[config.mk]
export PLATFORM = sky130hd
export DESIGN_NAME = loop_index_vector_flat
export DESIGN_NICKNAME = d
export VERILOG_FILES = /design/src/rtl/loop_index_vector_if.sv /design/src/rtl/loop_index_vector.sv /design/src/flat_wrapper.sv
export SDC_FILE = /design/constraint.sdc
export NUM_CORES = 1
export LEC_CHECK = 0
export CAP_MARGIN = 20
export CORE_UTILIZATION = 45
export DETAILED_ROUTE_END_ITERATION = 7
export HOLD_SLACK_MARGIN = 0.03
export MAX_ROUTING_LAYER = met4
export PLACE_DENSITY = 0.71
export SKIP_LAST_GASP = 1
export SYNTH_ARGS = -nofsm -noshare
export SYNTH_HDL_FRONTEND = slang
export SYNTH_SLANG_ARGS = --single-unit
[constraint.sdc]
create_clock -name CLK -period 10.39 [get_ports CLK]
set_input_delay 2.5975 -clock CLK [delete_from_list [all_inputs] [get_ports CLK]]
set_output_delay 2.5975 -clock CLK [all_outputs]
set_load 0.01 [all_outputs]
[src/rtl/loop_index_vector_if.sv]
// Handshake bundle for loop_index_vector: run configuration in, lane-index beats out.
// The block itself binds to the slave modport; its feeder/consumer side uses master.
interface loop_index_vector_if #(
    parameter int LANES     = 5,
    parameter int WIDTH     = 5,
    parameter int CNT_WIDTH = 16
);
    logic                 cfg_valid;
    logic                 cfg_ready;
    logic [WIDTH-1:0]     cfg_base;
    logic [WIDTH-1:0]     cfg_stride;
    logic [CNT_WIDTH-1:0] cfg_beats;
    logic [WIDTH-1:0]     O [LANES-1:0];
    logic                 O_valid;
    logic                 O_ready;
    logic                 O_last;
    logic                 done;
    logic                 busy;

    modport master (
        output cfg_valid, cfg_base, cfg_stride, cfg_beats, O_ready,
        input  cfg_ready, O, O_valid, O_last, done, busy
    );

    modport slave (
        input  cfg_valid, cfg_base, cfg_stride, cfg_beats, O_ready,
        output cfg_ready, O, O_valid, O_last, done, busy
    );
endinterface

[src/rtl/loop_index_vector.sv]
// Streams LANES-wide vectors of loop indices: lane i of beat k = base + (k*LANES + i)*stride,
// all arithmetic wrapping mod 2^WIDTH. Every output is registered.
module loop_index_vector #(
    parameter int LANES     = 5,
    parameter int WIDTH     = 5,
    parameter int CNT_WIDTH = 16
) (
    input  logic               CLK,
    input  logic               RESET,
    loop_index_vector_if.slave bus
);

    typedef enum logic [0:0] {
        ST_IDLE = 1'b0,
        ST_RUN  = 1'b1
    } state_t;

    state_t               state_r;
    state_t               state_nx;
    logic [WIDTH-1:0]     cur_r;
    logic [WIDTH-1:0]     cur_nx;
    logic [WIDTH-1:0]     stride_r;
    logic [WIDTH-1:0]     stride_nx;
    logic [CNT_WIDTH-1:0] remaining_r;
    logic [CNT_WIDTH-1:0] remaining_nx;
    logic [WIDTH-1:0]     o_r  [LANES-1:0];
    logic [WIDTH-1:0]     o_nx [LANES-1:0];
    logic                 o_valid_r;
    logic                 o_valid_nx;
    logic                 o_last_r;
    logic                 o_last_nx;
    logic                 done_r;
    logic                 done_nx;
    logic                 cfg_ready_r;
    logic                 busy_r;
    logic                 cfg_fire_s;
    logic                 beat_fire_s;

    // base + lane*stride; the product is taken mod 2^WIDTH, which is all the sum keeps anyway
    function automatic logic [WIDTH-1:0] lane_index(
        input logic [WIDTH-1:0] base,
        input logic [WIDTH-1:0] stride,
        input int               lane
    );
        logic [WIDTH-1:0] offset;
        offset = WIDTH'(lane) * stride;
        return base + offset;
    endfunction

    assign cfg_fire_s  = bus.cfg_valid & cfg_ready_r & (state_r == ST_IDLE);
    assign beat_fire_s = o_valid_r & bus.O_ready;

    // State register
    always_ff @(posedge CLK) begin
        if (RESET) begin
            state_r <= ST_IDLE;
        end else begin
            state_r <= state_nx;
        end
    end

    // Next-state, run bookkeeping and next values of the registered outputs
    always_comb begin
        state_nx     = state_r;
        cur_nx       = cur_r;
        stride_nx    = stride_r;
        remaining_nx = remaining_r;
        o_valid_nx   = 1'b0;
        o_last_nx    = 1'b0;
        done_nx      = 1'b0;
        case (state_r)
            ST_IDLE: begin
                if (cfg_fire_s) begin
                    cur_nx       = bus.cfg_base;
                    stride_nx    = bus.cfg_stride;
                    remaining_nx = bus.cfg_beats;
                    if (bus.cfg_beats != {CNT_WIDTH{1'b0}}) begin
                        state_nx   = ST_RUN;
                        o_valid_nx = 1'b1;
                        o_last_nx  = (bus.cfg_beats == CNT_WIDTH'(1));
                    end else begin
                        done_nx = 1'b1;
                    end
                end else begin
                    state_nx = ST_IDLE;
                end
            end
            ST_RUN: begin
                if (beat_fire_s) begin
                    if (remaining_r == CNT_WIDTH'(1)) begin
                        state_nx     = ST_IDLE;
                        remaining_nx = {CNT_WIDTH{1'b0}};
                        done_nx      = 1'b1;
                    end else begin
                        // lane 0 of the next beat sits LANES strides past lane 0 of this one
                        cur_nx       = lane_index(cur_r, stride_r, LANES);
                        remaining_nx = remaining_r - CNT_WIDTH'(1);
                        o_valid_nx   = 1'b1;
                        o_last_nx    = (remaining_r == CNT_WIDTH'(2));
                    end
                end else begin
                    o_valid_nx = o_valid_r;
                    o_last_nx  = o_last_r;
                end
            end
            default: begin
                state_nx = ST_IDLE;
            end
        endcase
    end

    // Lane vector for the next cycle; zero whenever no beat is presented
    always_comb begin
        for (int i = 0; i < LANES; i++) begin
            o_nx[i] = o_valid_nx ? lane_index(cur_nx, stride_nx, i) : {WIDTH{1'b0}};
        end
    end

    // Datapath and output registers
    always_ff @(posedge CLK) begin
        if (RESET) begin
            cur_r       <= {WIDTH{1'b0}};
            stride_r    <= {WIDTH{1'b0}};
            remaining_r <= {CNT_WIDTH{1'b0}};
            o_valid_r   <= 1'b0;
            o_last_r    <= 1'b0;
            done_r      <= 1'b0;
            cfg_ready_r <= 1'b0;
            busy_r      <= 1'b0;
            for (int i = 0; i < LANES; i++) begin
                o_r[i] <= {WIDTH{1'b0}};
            end
        end else begin
            cur_r       <= cur_nx;
            stride_r    <= stride_nx;
            remaining_r <= remaining_nx;
            o_valid_r   <= o_valid_nx;
            o_last_r    <= o_last_nx;
            done_r      <= done_nx;
            cfg_ready_r <= (state_nx == ST_IDLE);
            busy_r      <= (state_nx == ST_RUN);
            for (int i = 0; i < LANES; i++) begin
                o_r[i] <= o_nx[i];
            end
        end
    end

    for (genvar g = 0; g < LANES; g++) begin : g_lane
        assign bus.O[g] = o_r[g];
    end

    assign bus.O_valid   = o_valid_r;
    assign bus.O_last    = o_last_r;
    assign bus.done      = done_r;
    assign bus.cfg_ready = cfg_ready_r;
    assign bus.busy      = busy_r;

endmodule

[src/flat_wrapper.sv]
// flat-port wrapper written by rule: the top's interface ports become plain ports
module loop_index_vector_flat 
#(
    parameter int LANES     = 5,
    parameter int WIDTH     = 5,
    parameter int CNT_WIDTH = 16
)
  (CLK, RESET, bus_cfg_valid, bus_cfg_base, bus_cfg_stride, bus_cfg_beats, bus_O_ready, bus_cfg_ready, bus_O, bus_O_valid, bus_O_last, bus_done, bus_busy);
  loop_index_vector_if #(.LANES(LANES), .WIDTH(WIDTH), .CNT_WIDTH(CNT_WIDTH)) bus_i ();
  input  logic CLK;
  input  logic RESET;
  input wire logic [$bits(bus_i.cfg_valid)-1:0] bus_cfg_valid;
  input wire logic [$bits(bus_i.cfg_base)-1:0] bus_cfg_base;
  input wire logic [$bits(bus_i.cfg_stride)-1:0] bus_cfg_stride;
  input wire logic [$bits(bus_i.cfg_beats)-1:0] bus_cfg_beats;
  input wire logic [$bits(bus_i.O_ready)-1:0] bus_O_ready;
  output wire logic [$bits(bus_i.cfg_ready)-1:0] bus_cfg_ready;
  output wire logic [$bits(bus_i.O)-1:0] bus_O;
  output wire logic [$bits(bus_i.O_valid)-1:0] bus_O_valid;
  output wire logic [$bits(bus_i.O_last)-1:0] bus_O_last;
  output wire logic [$bits(bus_i.done)-1:0] bus_done;
  output wire logic [$bits(bus_i.busy)-1:0] bus_busy;
  assign bus_i.cfg_valid = bus_cfg_valid;
  assign bus_i.cfg_base = bus_cfg_base;
  assign bus_i.cfg_stride = bus_cfg_stride;
  assign bus_i.cfg_beats = bus_cfg_beats;
  assign bus_i.O_ready = bus_O_ready;
  assign bus_cfg_ready = bus_i.cfg_ready;
  assign bus_O = {>>{bus_i.O}};
  assign bus_O_valid = bus_i.O_valid;
  assign bus_O_last = bus_i.O_last;
  assign bus_done = bus_i.done;
  assign bus_busy = bus_i.busy;
  loop_index_vector #(.LANES(LANES), .WIDTH(WIDTH), .CNT_WIDTH(CNT_WIDTH)) u_core (.CLK(CLK), .RESET(RESET), .bus(bus_i));
endmodule
# Word level (Yosys, flattened, before mapping)

Memories as Yosys holds them, arrays and structs flattened.
Cells that the tools add are included.

Bits in registers: 31
Memories: 1
Input bits: 30
RAM bits: 25
Output and inout port bits: 30
Logic and storage cells: 74

Memories:

| memory     | depth | bits a word | read ports | clocked after Yosys merged registers in | wr ports | line                    | source |
|---|---|---|---|---|---|---|---|
| u_core.o_r | 5     | 5           | 5          | 0                                       | 5        | loop_index_vector.sv:26 | `logic [WIDTH-1:0] o_r [LANES-1:0];` |

$mul: 2
Reductions and logical operators: 2
$add $sub $neg: 6
Bitwise gates (word level): 10
Eq/ne operators: 5
Multiplexer cells: 40

Operators by type and width:

| kind                  | count |
|---|---|
| $mux 5                | 15 |
| $mux 16               | 3 |
| $eq 16x1->1 const B   | 2 |
| $pmux 16 s2           | 1 |
| $add 5x5->5           | 5 |
| $eq 16x2->1 const B   | 1 |
| $mux 1                | 16 |
| $reduce_bool 16->1    | 1 |
| $sub 16x1->16 const B | 1 |
| $pmux 5 s2            | 1 |
| $pmux 1 s2            | 4 |
| $mul 2x5->5 const A   | 1 |
| $mul 3x5->5 const A   | 1 |
| $or 1x1->1            | 5 |
| $and 1x1->1           | 3 |
| $ne 2x1->1 const B    | 1 |
| $ne 2x2->1 const B    | 1 |
| $not 1->1             | 2 |
| $reduce_and 2->1      | 1 |

# Logic depth before layout (Yosys ltp)

Gate-level depths: netlist of run 1.

Depth in word-level cells: 8
Gate-level depth with buffers: 17
Depth with buffers taken out: 17

# Worst setup path after synthesis of run 1

OpenSTA, ideal clock, no wires.

Path type: input-to-reg
From: in bus_cfg_valid
To: mem u_core.o_r[3][4], in the netlist u_core.o_r[0][19]
Cell stages on the path: 13
Library setup time: 0.132 ns
Path slack: 5.011 ns
Path buffers: 1
Data arrival time: 5.246 ns
Path through: nand3b_1 clkbuf_1 mux2i_1 inv_1 ha_1 a21o_1 ha_1 a21o_1 a21oi_1 xnor2_1 xnor2_1 a21o_1 a21oi_1

RTL lines:

| what               | line                    | source |
|---|---|---|
| start: declaration | flat_wrapper.sv:12      | `input wire logic [$bits(bus_i.cfg_valid)-1:0] bus_cfg_valid;` |
| end: declaration   | loop_index_vector.sv:26 |  |

==> run_results.csv, run 1 <==
group,metric,value,unit
finish,drive_above_1_share,0.0513,
synthesis,synthTopCellsByCount,"dfxtp_1 (52), nor2_1 (36), nand2_1 (28)",
die,die_width,85.5,um
global_routing,grt.overflow.total,0,
synthesis,ys_seq_area_frac,0.332,
timing,setup_viol,0,
global_routing,met3_usage,0.0360,
die,core-area,6760,sq um
critical_path,critPathBufInv,2,
route,first_pass_iters,6,
power,power_leakage,1.66,nW
synthesis,netlist_top_cells_area,"dfxtp_1 (33%), ha_1 (9.2%), fa_1 (5.1%)",
synthesis,syn_nets,418,
power,power_density,136,nW/um^2
critical_path,start_kind,"input port",
clock_tree,cts.reportedPaths.clkPinSlew,100,ps
critical_path,cp_slowest_cell,"mux2i_1",
min_path,hold_path_class,"register to register",
route,drtAntennaViolNets,0,
power,peakVddDrop,0.0972,mV
synthesis,synth_most_common_cell,"dfxtp_1",
route,via_per_inst,5.65,
place,port-buffer-count,59,
die,fp.dieH,85.5,um
route,via_count,2761,
critical_path,cp_max_fo,14,
synthesis,yosysTopAreaCellShare,0.332,
clock_tree,holdBufCountCts,0,
finish,multi_input_area,1940,sq um
route,routedWlPerCell,15.4,um
critical_path,critPathKind,"input port to register",
critical_path,arrival,6280,ps
global_routing,grtUsageTotal,0.221,
die,initial_core_util,0.464,
critical_path,slowest_delay,670,ps
global_routing,antenna_found_initial,0,
clock_tree,cts-resized-gates,0,
route,drcViolationCount,0,
timing,finalCritPeriodShare,0.581,
critical_path,path_delay_family,"buffers and inverters",
critical_path,required,10630,ps
synthesis,synth-edff-count,0,
critical_path,cp-end-kind,"register",
critical_path,crit_chain,"clkdlybuf4s50_1, nand3b_1, mux2i_1, inv_1, ha_1, xor2_1, ha_1, a21o_1, a21oi_1, xnor2_1, xnor2_1, nand3_1, a21oi_1",
finish,postLayoutCoreUtil,0.574,
global_routing,grt_pass1_vias,2609,
clock_tree,post-cts-setup-buffers,0,
finish,fin_area,3880,sq um
run_status,status,"finished, final reports clean",
synthesis,synth_cells,357,
synthesis,netlist.top_cell.by_area,"dfxtp_1",
timing,hold_viol,0,
synthesis,ys_types,49,
route,drt-total-wl,7.53,mm
finish,seq_area,1040,sq um
global_routing,grt_util_met2,0.344,
clock_tree,htree_levels,2,
synthesis,ys_ff_latch,52,
timing,maxSlewViolCount,0,
die,num_rows,30,
synthesis,yosysWarnings,0,
synthesis,avgSynthCellArea,8.78,sq um
job,cap_violations,0,
synthesis,mappedNetlistArea,3130,sq um
timing,min_period,6040,ps
route,drtIter0Drc,192,
timing,tns,0,ps
timing,fmax,0.166,GHz
die,dieArea,7300,sq um
place,gp_congestion,0.866,
global_routing,grt_use_met1,0.303,
clock_tree,numCtsBuffers,5,
finish,nNetsFinal,469,
finish,syn_to_final_growth,23.7,%
clock_tree,clock-sinks,52,
timing,slew_headroom,0.445,
global_routing,grt-busiest-layer,"met2",
synthesis,synthArstFlopShare,0,
global_routing,grt_pass1_wl,12.5,mm
finish,antenna_cells,0,
place,hpwl,5.66,mm
clock_tree,clockRootBuffer,"clkbuf_8",
clock_tree,cts_tree,"done",
global_routing,grt_start_max_net_pins,32,
timing,rsz0062_at_grt,"false",
timing,tightest_slew,832,ps
place,post_dp_cell_area,3760,sq um
clock_tree,clkLatencyLatePin,310,ps
die,io_pins,60,
finish,fill_cells,615,
timing,worst_clock_skew,8.29,ps
synthesis,ys_dominant_reg_cell,"dfxtp_1",
clock_tree,ctsLongestPathBuffers,2,
==> layout make-up <==
cell class / instances / area share
sequential: 52 / 0.268
clock inverter: 2 / 0.0100
clock buffer: 6 / 0.0213
timing repair buffer: 60 / 0.154
tap: 80 / 0.0258
inverter: 20 / 0.0194
multi-input combinational: 269 / 0.501
==> final timing paths <==
kind	from	end	slack [ps]	cells after the start
setup / recovery	bus_cfg_valid	u_core.o_r[0][19]	4350	13
hold / removal	u_core.bus.O_last	u_core.bus.O_last	540	2
setup reg to reg	u_core.stride_r[0]	u_core.o_r[0][19]	6220	15
hold reg to reg	u_core.bus.O_last	u_core.bus.O_last	540	2
==> cells in the final DEF, fill, tap and decap left out, drive strengths merged, types with 10 or more instances in the layout <==
master	netlist	routed
clkdlybuf4s50	0	59
dfxtp	52	52
nor2	36	36
nand2	29	29
o21ai	23	23
ha	23	23
a21oi	22	22
inv	20	20
and2	11	11
a211oi	10	10
nor4	10	10
==> through the flow <==
stage	power [mW]	hold WS, ps	worst slack [ps]	instances
3_3_place_gp	0.379	508	4170	481
6_report	0.527	545	4350	489
4_1_cts	0.530	540	4370	489
5_1_grt	0.557	572	4040	489
2_1_floorplan	0.334	480	5010	357
3_5_place_dp	0.383	501	4070	481
==> registers in the layout (all words and copies together) (netlist names), 5 cells and up <==
signal	flops
u_core.remaining_r	16
u_core.cur_r	5
u_core.o_r	21
u_core.stride_r	5
==> tightest hold or removal path, stage by stage (launching register included) <==
cell and delay (ps):
dfxtp_1 350, o21ai_0 80, nor2_1 80
==> where the power goes <==
part | switching [mW] | total (mW) | internal, mW
registers | 0.0143 | 0.225 | 0.211
clock network | 0.0687 | 0.148 | 0.0789
logic | 0.0821 | 0.155 | 0.0724
total | 0.165 | 0.527 | 0.362
==> logic make-up (layout without fill, tap and decap cells) <==
logic type      after synthesis  in the layout  share of synthesized area
simple gates                128            128                      0.218
compound gates               84             84                      0.174
flops                        52             52                      0.332
buf+inv                      36             88                     0.0483
fa+ha+maj                    31             31                      0.143
xor+xnor                     16             16                     0.0515
mux                          10             10                     0.0331
==> layer usage <==
layer,vias to the layer above,part of all wire
li1,1366,-
met1,1298,0.48
met2,91,0.46
met3,6,0.055
met4,0,0.0073
met5,-,0
Note: power is estimated with default switching activity, not from simulation.
==> run 2: changes to the inputs <==
--- a/config.mk
+++ b/config.mk
@@ -10,7 +10,7 @@
 export DETAILED_ROUTE_END_ITERATION = 7
 export HOLD_SLACK_MARGIN = 0.03
 export MAX_ROUTING_LAYER = met4
-export PLACE_DENSITY = 0.71
+export PLACE_DENSITY = 0.73
 export SKIP_LAST_GASP = 1
 export SYNTH_ARGS = -nofsm -noshare
 export SYNTH_HDL_FRONTEND = slang
==> constraint.sdc (replaced) <==
create_clock -name CLK -period 5.16 [get_ports CLK]
set_input_delay 1.29 -clock CLK [delete_from_list [all_inputs] [get_ports CLK]]
set_output_delay 1.29 -clock CLK [all_outputs]
set_load 0.01 [all_outputs]
==> run 2 against run 1 <==
Effect of this change:
- non-clock buffer count up 3
- clock-buffer cell count unchanged
- clock skew hardly changed
- total power is 93% higher
- sequential share of layout area about the same
- wire length shrank 1.0%
- cell count increased by 0.61%
- critical path type unchanged
- critical endpoint unchanged
==> run_results.csv, run 2 (synthesized netlist as in run 1, its figures left out) <==
group,metric,value,unit
run_status,status,"finished, final reports clean",
place,dpl_worst_slack,596,ps
global_routing,grt_pass1_vias,2672,
job,cap_violations,0,
timing,finalCritPeriodShare,0.818,
finish,fill_cells,625,
power,swShare,0.330,
timing,setup_viol,0,
die,dieArea,7300,sq um
finish,antenna_cells,0,
critical_path,cp_slowest_cell,"fa_1",
power,p_comb_frac,0.312,
critical_path,crit_path_end,"u_core.o_r[0][19]",
critical_path,cp-startpoint,"bus_O_ready",
finish,largest_register_ffs,21,
finish,syn_to_final_growth,23.6,%
global_routing,grt_pass1_wl,12.7,mm
clock_tree,post-cts-setup-buffers,0,
critical_path,crit_top_cell,"a21oi_1",
min_path,hold_path_class,"register to register",
finish,layout_commonest_cell,"clkdlybuf4s50_1",
clock_tree,cts.reportedPaths.clkPinSlew,100,ps
critical_path,crit_chain,"clkdlybuf4s50_1, and2_1, nand2_2, mux2i_1, a21oi_1, inv_1, fa_1, inv_1, ha_1, a21o_1, a21oi_1, xnor2_1, xnor2_1, a21o_1, a21oi_1",
die,fp.dieH,85.5,um
route,drt-total-wl,7.45,mm
critical_path,critical_path_depth,15,
critical_path,timing.rr.start,"u_core.stride_r[3]",
power,seq_power_share,0.441,
clock_tree,clkLatencyLatePin,310,ps
place,dp.cells,484,
finish,seq_area,1040,sq um
global_routing,antenna_found_initial,0,
finish,regMostFlops,"u_core.o_r",
route,drtIter0Drc,208,
die,die_width,85.5,um
critical_path,cp_max_fo,6,
clock_tree,cts_tree,"done",
critical_path,critPathBufInv,3,
die,initial_core_util,0.464,
timing,maxSlewViolCount,0,
place,port-buffer-count,59,
critical_path,r2r_slack,1210,ps
place,gp_congestion,0.914,
critical_path,cp-end-kind,"register",
critical_path,r2r_cells,14,
finish,instances_no_fill,492,
route,first_pass_iters,4,
die,core-area,6760,sq um
power,p_int,0.683,mW
clock_tree,ctsLongestPathBuffers,2,
power,p_sw,0.337,mW
timing,rsz0062_at_grt,"false",
timing,hold_ws,543,ps
critical_path,arrival,4470,ps
place,hpwl,5.58,mm
timing,min_period,4220,ps
global_routing,grt.overflow.total,0,
critical_path,start_kind,"input port",
route,routedWlPerCell,15.2,um
die,num_rows,30,
route,drcViolationCount,0,
route,drtAntennaViolNets,0,
timing,fmax,0.237,GHz
clock_tree,clock-sinks,52,
timing,worst_clock_skew,8.17,ps
clock_tree,htree_levels,2,
critical_path,regToRegEndpoint,"u_core.o_r[0][19]",
finish,top_regs,"u_core.o_r x21, u_core.remaining_r x16",
finish,drive_above_1_share,0.0583,
finish,nNetsFinal,472,
global_routing,grt_start_max_net_pins,32,
timing,slew_headroom,0.441,
finish,fin_area,3870,sq um
power,clock_power_share,0.247,
route,via_count,2733,
global_routing,grtUsageTotal,0.223,
clock_tree,clockRootBuffer,"clkbuf_8",
clock_tree,holdBufCountCts,0,
power,power_density,263,nW/um^2
critical_path,path_delay_family,"adder cells",
route,via_per_inst,5.55,
die,io_pins,60,
finish,layout_common_cells,"clkdlybuf4s50_1 (59), dfxtp_1 (52), nor2_1 (36)",
critical_path,slowest_delay,570,ps
place,post_dp_cell_area,3780,sq um
timing,worst_slack,941,ps
timing,tns,0,ps
timing,hold_viol,0,
critical_path,critPathKind,"input port to register",
min_path,whs_path_depth,2,
clock_tree,numCtsBuffers,5,
critical_path,required,5410,ps
timing,tightest_slew,835,ps
finish,multi_input_area,1940,sq um
clock_tree,cts-resized-gates,0,
power,peakVddDrop,0.120,mV
power,power_leakage,1.67,nW
[run 2: cell types whose count changed in the layout (fill, tap and decap cells not counted), sizes merged]
cell,change
inv,+1
bufinv,-1
buf,+3
[run 2: metrics by stage]
stage | power (mW) | utilization
after floorplan | 0.673 | -
after global placement | 0.768 | 0.559
after detailed placement | 0.773 | 0.559
after CTS | 1.02 | 0.574
after global routing | 1.08 | 0.574
final | 1.02 | 0.574
[run 2: power by group through the flow]
| stage | sequential (mW) | clock [mW] | combinational, mW |
|---|---|---|---|
| after CTS | 0.450 | 0.257 | 0.317 |
| final | 0.450 | 0.252 | 0.318 |
| after global placement | 0.458 | 0 | 0.310 |
| after global routing | 0.454 | 0.275 | 0.355 |
| after detailed placement | 0.459 | 0 | 0.314 |
| after floorplan | 0.458 | 0 | 0.215 |
[run 2: worst min-delay path by stage]
stage | startpoint | endpoint | slack [ps]
finish | u_core.stride_r[0] | u_core.stride_r[0] | 540
global route | u_core.stride_r[0] | u_core.stride_r[0] | 570
detailed placement | u_core.bus.O_last | u_core.bus.O_last | 510
floorplan | u_core.stride_r[0] | u_core.stride_r[0] | 480
CTS | u_core.stride_r[0] | u_core.stride_r[0] | 540
global placement | u_core.stride_r[0] | u_core.stride_r[0] | 510
[run 2: tightest hold or removal path, delay by kind of cell, from the launching register on]
kind | cells | cell delay [ps]
AOI/OAI and AO/OA | 1 | 60
DFF | 1 | 350
and+or+nand+nor | 1 | 80
[run 2: routing by layer]
metal,share of wire,track usage
met5,0,-
met4,0.013,0.0561
met3,0.054,0.0360
met2,0.44,0.333
met1,0.50,0.314
[run 2: area by class of cell]
cell class,instances,area share
multi-input cells,269,0.501
flip-flops and latches,52,0.269
well taps,80,0.0258
inverters,20,0.0194
clock buffers,6,0.0213
clock inverters,2,0.00355
repair buffers,63,0.160
